File: config.mk
export PLATFORM = sky130hd
export DESIGN_NAME = gemm_tile_sequencer
export DESIGN_NICKNAME = d
export VERILOG_FILES = /design/src/rtl/gemm_pkg.sv /design/src/rtl/gemm_skew_line.sv /design/src/rtl/gemm_tile_sequencer.sv
export SDC_FILE = /design/constraint.sdc
export NUM_CORES = 1
export LEC_CHECK = 0
export CORE_MARGIN = 1
export CORE_UTILIZATION = 60
export DETAILED_ROUTE_END_ITERATION = 7
export PLACE_DENSITY = 0.9
export SYNTH_ARGS = -nofsm -noshare
export SYNTH_HDL_FRONTEND = slang
export SYNTH_SLANG_ARGS = --single-unit
export TNS_END_PERCENT = 10
File: constraint.sdc
create_clock -name clock -period 4.7 [get_ports clock]
set_input_delay 0.705 -clock clock [delete_from_list [all_inputs] [get_ports clock]]
set_output_delay 0.705 -clock clock [all_outputs]
set_load 0.05 [all_outputs]
File: src/rtl/gemm_pkg.sv
// Shared types and helpers for the GEMM tile sequencer.
//   seq_state_t : sequencer FSM states
//   drain_len() : cycles for the last operand to clear the skewed array
package gemm_pkg;

    typedef enum logic [1:0] {
        ST_IDLE,
        ST_FEED,
        ST_DRAIN,
        ST_DONE
    } seq_state_t;

    // Last beat reaches PE[rows-1][cols-1] after rows-1 + cols-1 extra cycles.
    function automatic int unsigned drain_len(input int unsigned rows, input int unsigned cols);
        return rows + cols - 1;
    endfunction

endpackage

File: src/rtl/gemm_skew_line.sv
// Length-N, 1-bit skew line with a tap at every stage.
//   clk_i   : clock, rising edge
//   rst_i   : synchronous active-high reset, clears every stage
//   d_i     : input strobe
//   taps_o  : bit 0 = d_i (no delay), bit i = d_i delayed i cycles
module gemm_skew_line #(
    parameter int unsigned N = 4
) (
    input  logic         clk_i,
    input  logic         rst_i,
    input  logic         d_i,
    output logic [N-1:0] taps_o
);

    if (N > 1) begin : g_regs
        logic [N-2:0] sr_q;
        logic [N-2:0] sr_d;

        // Shift one stage per cycle; stage 0 captures the live input.
        always_comb begin
            sr_d    = '0;
            sr_d[0] = d_i;
            for (int i = 1; i < int'(N) - 1; i++) begin
                sr_d[i] = sr_q[i-1];
            end
        end

        always_ff @(posedge clk_i) begin
            if (rst_i) begin
                sr_q <= '0;
            end else begin
                sr_q <= sr_d;
            end
        end

        assign taps_o = {sr_q, d_i};
    end else begin : g_wire
        assign taps_o = d_i;
    end

endmodule

File: src/rtl/gemm_tile_sequencer.sv
// Sequences one GEMM tile through a C_ROWS x C_COLS systolic array:
// accepts a K-length command, issues K operand beats (stallable by hold),
// emits skewed row/column valids and accumulator clears, waits for the
// array to drain and pulses done.
//   clock, reset          : rising-edge clock, synchronous active-high reset
//   start_valid/ready     : tile command handshake (ready only in IDLE)
//   k_len                 : beats in the tile, captured on handshake
//   hold                  : operand fetch not ready, suppresses this beat
//   beat_en               : operands presented at the array edge this cycle
//   row_valid/col_valid   : beat_en skewed by row / column index
//   acc_clear             : first-beat strobe skewed by row index
//   busy, done            : tile in flight / one-cycle completion pulse
module gemm_tile_sequencer
    import gemm_pkg::*;
#(
    parameter int unsigned C_ROWS    = 4,
    parameter int unsigned C_COLS    = 4,
    parameter int unsigned C_K_WIDTH = 16
) (
    input  logic                 clock,
    input  logic                 reset,
    input  logic                 start_valid,
    output logic                 start_ready,
    input  logic [C_K_WIDTH-1:0] k_len,
    input  logic                 hold,
    output logic                 beat_en,
    output logic [C_ROWS-1:0]    row_valid,
    output logic [C_COLS-1:0]    col_valid,
    output logic [C_ROWS-1:0]    acc_clear,
    output logic                 busy,
    output logic                 done
);

    localparam int unsigned DRAIN_CYC = drain_len(C_ROWS, C_COLS);
    localparam int unsigned DRAIN_W   = (DRAIN_CYC > 1) ? $clog2(DRAIN_CYC) : 1;

    seq_state_t           state_q, state_d;
    logic [C_K_WIDTH-1:0] k_len_q, k_len_d;
    logic [C_K_WIDTH-1:0] beat_cnt_q, beat_cnt_d;
    logic [DRAIN_W-1:0]   drain_cnt_q, drain_cnt_d;
    logic                 beat_en_c;
    logic                 first_beat_c;

    // State and counter registers.
    always_ff @(posedge clock) begin
        if (reset) begin
            state_q     <= ST_IDLE;
            k_len_q     <= '0;
            beat_cnt_q  <= '0;
            drain_cnt_q <= '0;
        end else begin
            state_q     <= state_d;
            k_len_q     <= k_len_d;
            beat_cnt_q  <= beat_cnt_d;
            drain_cnt_q <= drain_cnt_d;
        end
    end

    // Next-state, counter updates and beat strobes.
    always_comb begin
        state_d      = state_q;
        k_len_d      = k_len_q;
        beat_cnt_d   = beat_cnt_q;
        drain_cnt_d  = drain_cnt_q;
        beat_en_c    = 1'b0;
        first_beat_c = 1'b0;

        case (state_q)
            ST_IDLE: begin
                if (start_valid) begin
                    k_len_d     = k_len;
                    beat_cnt_d  = '0;
                    drain_cnt_d = '0;
                    state_d     = (k_len == '0) ? ST_DONE : ST_FEED;
                end
            end
            ST_FEED: begin
                beat_en_c    = ~hold;
                first_beat_c = ~hold && (beat_cnt_q == '0);
                if (beat_en_c) begin
                    // k_len_q >= 1 here, so k_len_q-1 cannot underflow.
                    if (beat_cnt_q == k_len_q - C_K_WIDTH'(1)) begin
                        drain_cnt_d = '0;
                        state_d     = ST_DRAIN;
                    end else begin
                        beat_cnt_d = beat_cnt_q + C_K_WIDTH'(1);
                    end
                end
            end
            ST_DRAIN: begin
                if (drain_cnt_q == DRAIN_W'(DRAIN_CYC - 1)) begin
                    state_d = ST_DONE;
                end else begin
                    drain_cnt_d = drain_cnt_q + DRAIN_W'(1);
                end
            end
            ST_DONE: begin
                state_d = ST_IDLE;
            end
            default: begin
                state_d = ST_IDLE;
            end
        endcase
    end

    // Skew lines keep shifting through DRAIN since beat_en is simply 0 there.
    gemm_skew_line #(.N(C_ROWS)) u_row_skew (
        .clk_i  (clock),
        .rst_i  (reset),
        .d_i    (beat_en_c),
        .taps_o (row_valid)
    );

    gemm_skew_line #(.N(C_COLS)) u_col_skew (
        .clk_i  (clock),
        .rst_i  (reset),
        .d_i    (beat_en_c),
        .taps_o (col_valid)
    );

    gemm_skew_line #(.N(C_ROWS)) u_clr_skew (
        .clk_i  (clock),
        .rst_i  (reset),
        .d_i    (first_beat_c),
        .taps_o (acc_clear)
    );

    assign beat_en     = beat_en_c;
    assign start_ready = (state_q == ST_IDLE);
    assign busy        = (state_q != ST_IDLE);
    assign done        = (state_q == ST_DONE);

endmodule

After elaboration in Yosys (flattened, before gate mapping). Index checks and enable logic that the tools add are counted. Widths: inputs -> output; s select.

Flip-flop bits (word level): 46. Input bits: 20.

Add/subtract/negate cells: 3. Equal/unequal tests: 11. Multiplexer cells: 17. Bitwise logic cells: 1. Reduce and logical (&&, ||, !) cells: 11.

Operators with widths (count): $mux 16 (3); $logic_not 16->1 (2); $pmux 16 s2 (1); $add 16x1->16 const B (1); $eq 16x16->1 (1); $sub 16x1->16 const B (1); $mux 3 (4); $ne 2x2->1 const B (6); $mux 2 (5); $pmux 3 s3 (1); $pmux 2 s4 (1); $reduce_and 4->1 (2); $reduce_and 5->1 (1); $eq 2x2->1 const B (2); $reduce_bool 2->1 (2); $add 3x1->3 const B (1); $eq 3x3->1 const B (1); $reduce_bool 3->1 (1); $eq 2x1->1 const B (1); $logic_not 2->1 (1); $mux 1 (2); $reduce_and 2->1 (1); $logic_and 1x1->1 (1); $not 1->1 (1).

Longest topological paths before layout. Gate-level depths: netlist of run 1.

Depth in word-level cells: 5. Gate-level depth with buffers: 10. Mapped depth without buffers: 9.

Modules after synthesis. Synthesis of run 1 repeated with hierarchy kept, for this count alone.

Cells, all modules: 323. Area total of the unflattened synthesis: 2656.3 um^2.

By module, submodules not included: gemm_tile_sequencer (instances 1, cells an instance 302, area each 2397.3 um^2); gemm_skew_line (instances 3, cells an instance 7, area each 86.3 um^2).

Least setup slack after synthesis of run 1. OpenSTA, ideal clock, no wires.

Path type: input to output. Start: in hold. End: out acc_clear[0]. Data arrival time: 2374 ps. Data required time: 3995 ps. Slack: 1621 ps. Stages: 5. Buffers on the path: 2. Cells stage by stage: clkbuf_1 > nor2_1 > nand4_1 > nor4b_1 > buf_4.

Longest elaborated chain between the ends: 3.

Ends and longest elaborated chain: start, declared (line gemm_tile_sequencer.sv:25) `input logic hold,`; $not 1->1 (line gemm_tile_sequencer.sv:79) `first_beat_c = ~hold && (beat_cnt_q == '0);`; $logic_and 1x1->1 (line gemm_tile_sequencer.sv:79); $mux 1 (line gemm_tile_sequencer.sv:68) `case (state_q)`; end, declared (line gemm_tile_sequencer.sv:29) `output logic [C_ROWS-1:0] acc_clear,`.

Every way passes these cells.

Worst setup path in the final report of run 1.
Start: reg state_q[1]. End: out acc_clear[0].

Longest elaborated chain between the ends: 2.

Ends and longest elaborated chain: start, declared (line gemm_tile_sequencer.sv:37) `seq_state_t state_q, state_d;`; start signal, assigned (line gemm_tile_sequencer.sv:52) `state_q <= state_d;`; $eq 2x1->1 (line gemm_tile_sequencer.sv:68); $mux 1 (line gemm_tile_sequencer.sv:68).

Every way passes these cells.

==> metrics, run 1 <==
hpwl dp=4690 microns; GRT Resource Usage Total=0.274; H-tree levels=2; Seq pwr share=0.323; Via Count=2615; Combinational Power Share=0.470; global-route wire length before repair=10900 microns; fill count=345; Core ar.=4410 sq um; DRC=0; Sink Count=43; worst path required time=3990 ps; # Post-CTS Setup Buffers=0; fin util=0.723; power share of the clock group=0.207; Distinct cells, synth=45; skew final=5.86 ps; Max IR drop VDD=0.538 mV; Post-Syn Nets=385; Reg area=861 sq um; Yosys reg bits=43; status=complete, no violations; number of DRC markers in iteration 0=265; Final nets=401; Net Sw Power=603 uW; hold slack final=464 ps; P_int=803 uW; Initial Util=0.633; Wirelength per Cell=15.5 microns; Fmax=249 MHz; Via density=6.15; Worst Slack Setup Final=687 ps; Max-slew headroom=0.323; post-synthesis cell area=2790 sq um; Root Buffer=clkbuf_8; gp weighted congestion=0.916; Seq/Total Area, Yosys=0.308; Die ar.=4930 sq um; Die Wd=70.2 microns; max cap viols=0; Post-DRT Antenna Nets=0; num rows=24; area fraction of the dominant cell type after synthesis=0.308; Slew @ Worst Pin=1010 ps; most common cell in the synthesized netlist=nand2_1; clk slew on worst S/H paths=80 ps; gr ovfl total=0; Commonest cells post-synth=nand2_1 (61), dfxtp_1 (43), a21oi_1 (29); CTS tree=done; number of flops mapped to enable cells by yosys=0; Synth Area per Inst=7.85 sq um; most area-consuming cells after synthesis=dfxtp_1 (31%), nand2_1 (8.2%), mux2i_1 (5.4%); sw frac=0.429; Synthesis Warnings=0; post-placement cell count=417; Routed WL=6580 microns; TritonRoute pass-1 iters=5; Clock Path Buffers=2; Critical Path Sink Type=output port; Port Buf Inserts=35; leakage=0.00114 uW; clock latency on the worst-skew pair=300 ps; # setup viols final=0; Layout area overhead=14.2%; Post-CTS Hold Fix Bufs=0; I/O pins=36; setup TNS=0 ps; dpl ws=1100 ps; ys async rst share=0; worst setup path class=flop to output port; Finished Layout Cells=425; CTS resizes=0; DIE HEIGHT=70.2 microns; ys flop type=dfxtp_1; Synth Instances=356; vias in the first global route=2342; Slew Limit Fails=0; power density over the cells=441 nW/um^2; Critical Path AT=3310 ps; largest net degree at the start of global routing=46; fin crit period=4010 ps; Worst setup SP type=flop; Final Hold Viols=0; Yosys top cell by area=dfxtp_1; layout cells sized above 1=0.0563; RSZ-0062 raised after global routing=no; HP Class=flop to flop; multi-input combinational cell area=1730 sq um; Tcrit/Tclk final=0.854; worst-path fanout max=24; ant diodes=0; Inserted Clock Buffers=5; initial antenna violation count=0
kinds of logic after synthesis:
family	after synthesis	synth area share
compound gates	58	0.143
xor+xnor	19	0.0596
fa+ha+maj	9	0.0403
buf+inv	41	0.0716
flops	43	0.308
mux	16	0.0578
simple gates	170	0.319
power groups by stage:
stage	clock network [uW]	logic (uW)	registers, uW
2_1_floorplan	0	511	453
3_3_place_gp	0	632	459
3_5_place_dp	0	646	461
4_1_cts	291	652	452
5_1_grt	306	717	461
6_report	291	660	455
layout by cell type, fill, tap and decap left out, drive strengths merged, types with 4 or more instances in the layout:
cell / count
a22o: 4
dfxtp: 43
nand3b: 4
nor4: 13
xor2: 9
clkdlybuf4s50: 35
a21oi: 30
ha: 9
nor2b: 7
inv: 12
clkbuf: 5
mux2i: 15
nand2: 61
a211oi: 10
nand3: 6
nor2: 20
xnor2: 10
or3: 14
nor3: 8
nand4: 14
nand2b: 6
sequential cells by signal, summed over array words and instances, names as in the netlist:
signal and cells:
beat_cnt_q 16, k_len_q 16, drain_cnt_q 3, u_clr_skew.g_regs.sr_q 3
u_row_skew.g_regs.sr_q 3, state_q 2
worst paths after layout:
path | from | endpoint | slack (ps) | depth (start not counted)
setup / recovery | state_q[1]$_SDFFE_PP0P_ | acc_clear[0] | 690 | 7
hold / removal | u_clr_skew.g_regs.sr_q[0]$_SDFF_PP0_ | u_clr_skew.g_regs.sr_q[1]$_SDFF_PP0_ | 460 | 1
setup reg to reg | k_len_q[0]$_SDFFE_PP0P_ | beat_cnt_q[4]$_SDFFE_PP0P_ | 1060 | 10
hold reg to reg | u_clr_skew.g_regs.sr_q[0]$_SDFF_PP0_ | u_clr_skew.g_regs.sr_q[1]$_SDFF_PP0_ | 460 | 1
through the flow:
step	total power [uW]	cell area, sq um
detailed placement	1110	3080
CTS	1390	3190
global route	1480	3190
floorplan	964	2790
finish	1410	3190
global placement	1090	3080
layer usage:
| metal | global-route usage | up-vias | routed length, microns |
|---|---|---|---|
| li1 | - | 1289 | - |
| met2 | 0.429 | 103 | 3110 |
| met4 | 0.0889 | 0 | 96 |
| met5 | 0 | - | 0 |
| met1 | 0.382 | 1211 | 3040 |
| met3 | 0.0462 | 12 | 342 |
worst max-delay path, cell delays in order, from the launching register on:
cell	delay, ps
dfxtp_1	340
inv_1	110
ha_1	710
inv_1	220
nor2_1	270
nand4_1	110
nor4b_1	370
clkdlybuf4s50_1	870
area by class of cell:
type	instances	share of cell area
Multi-Input combinational cell	272	0.543
Sequential cell	43	0.270
Timing Repair Buffer	38	0.117
Clock buffer	5	0.0216
Tap cell	52	0.0204
Inverter	12	0.0141
Clock inverter	3	0.0137
No activity file was read; power rests on OpenSTA's default activity.
==> run 2: changes to the inputs <==
Settings changed: CORE_MARGIN 1 to unset.
==> results of run 2 <==
Final layout, timing and power as in run 1 (identical DEF).
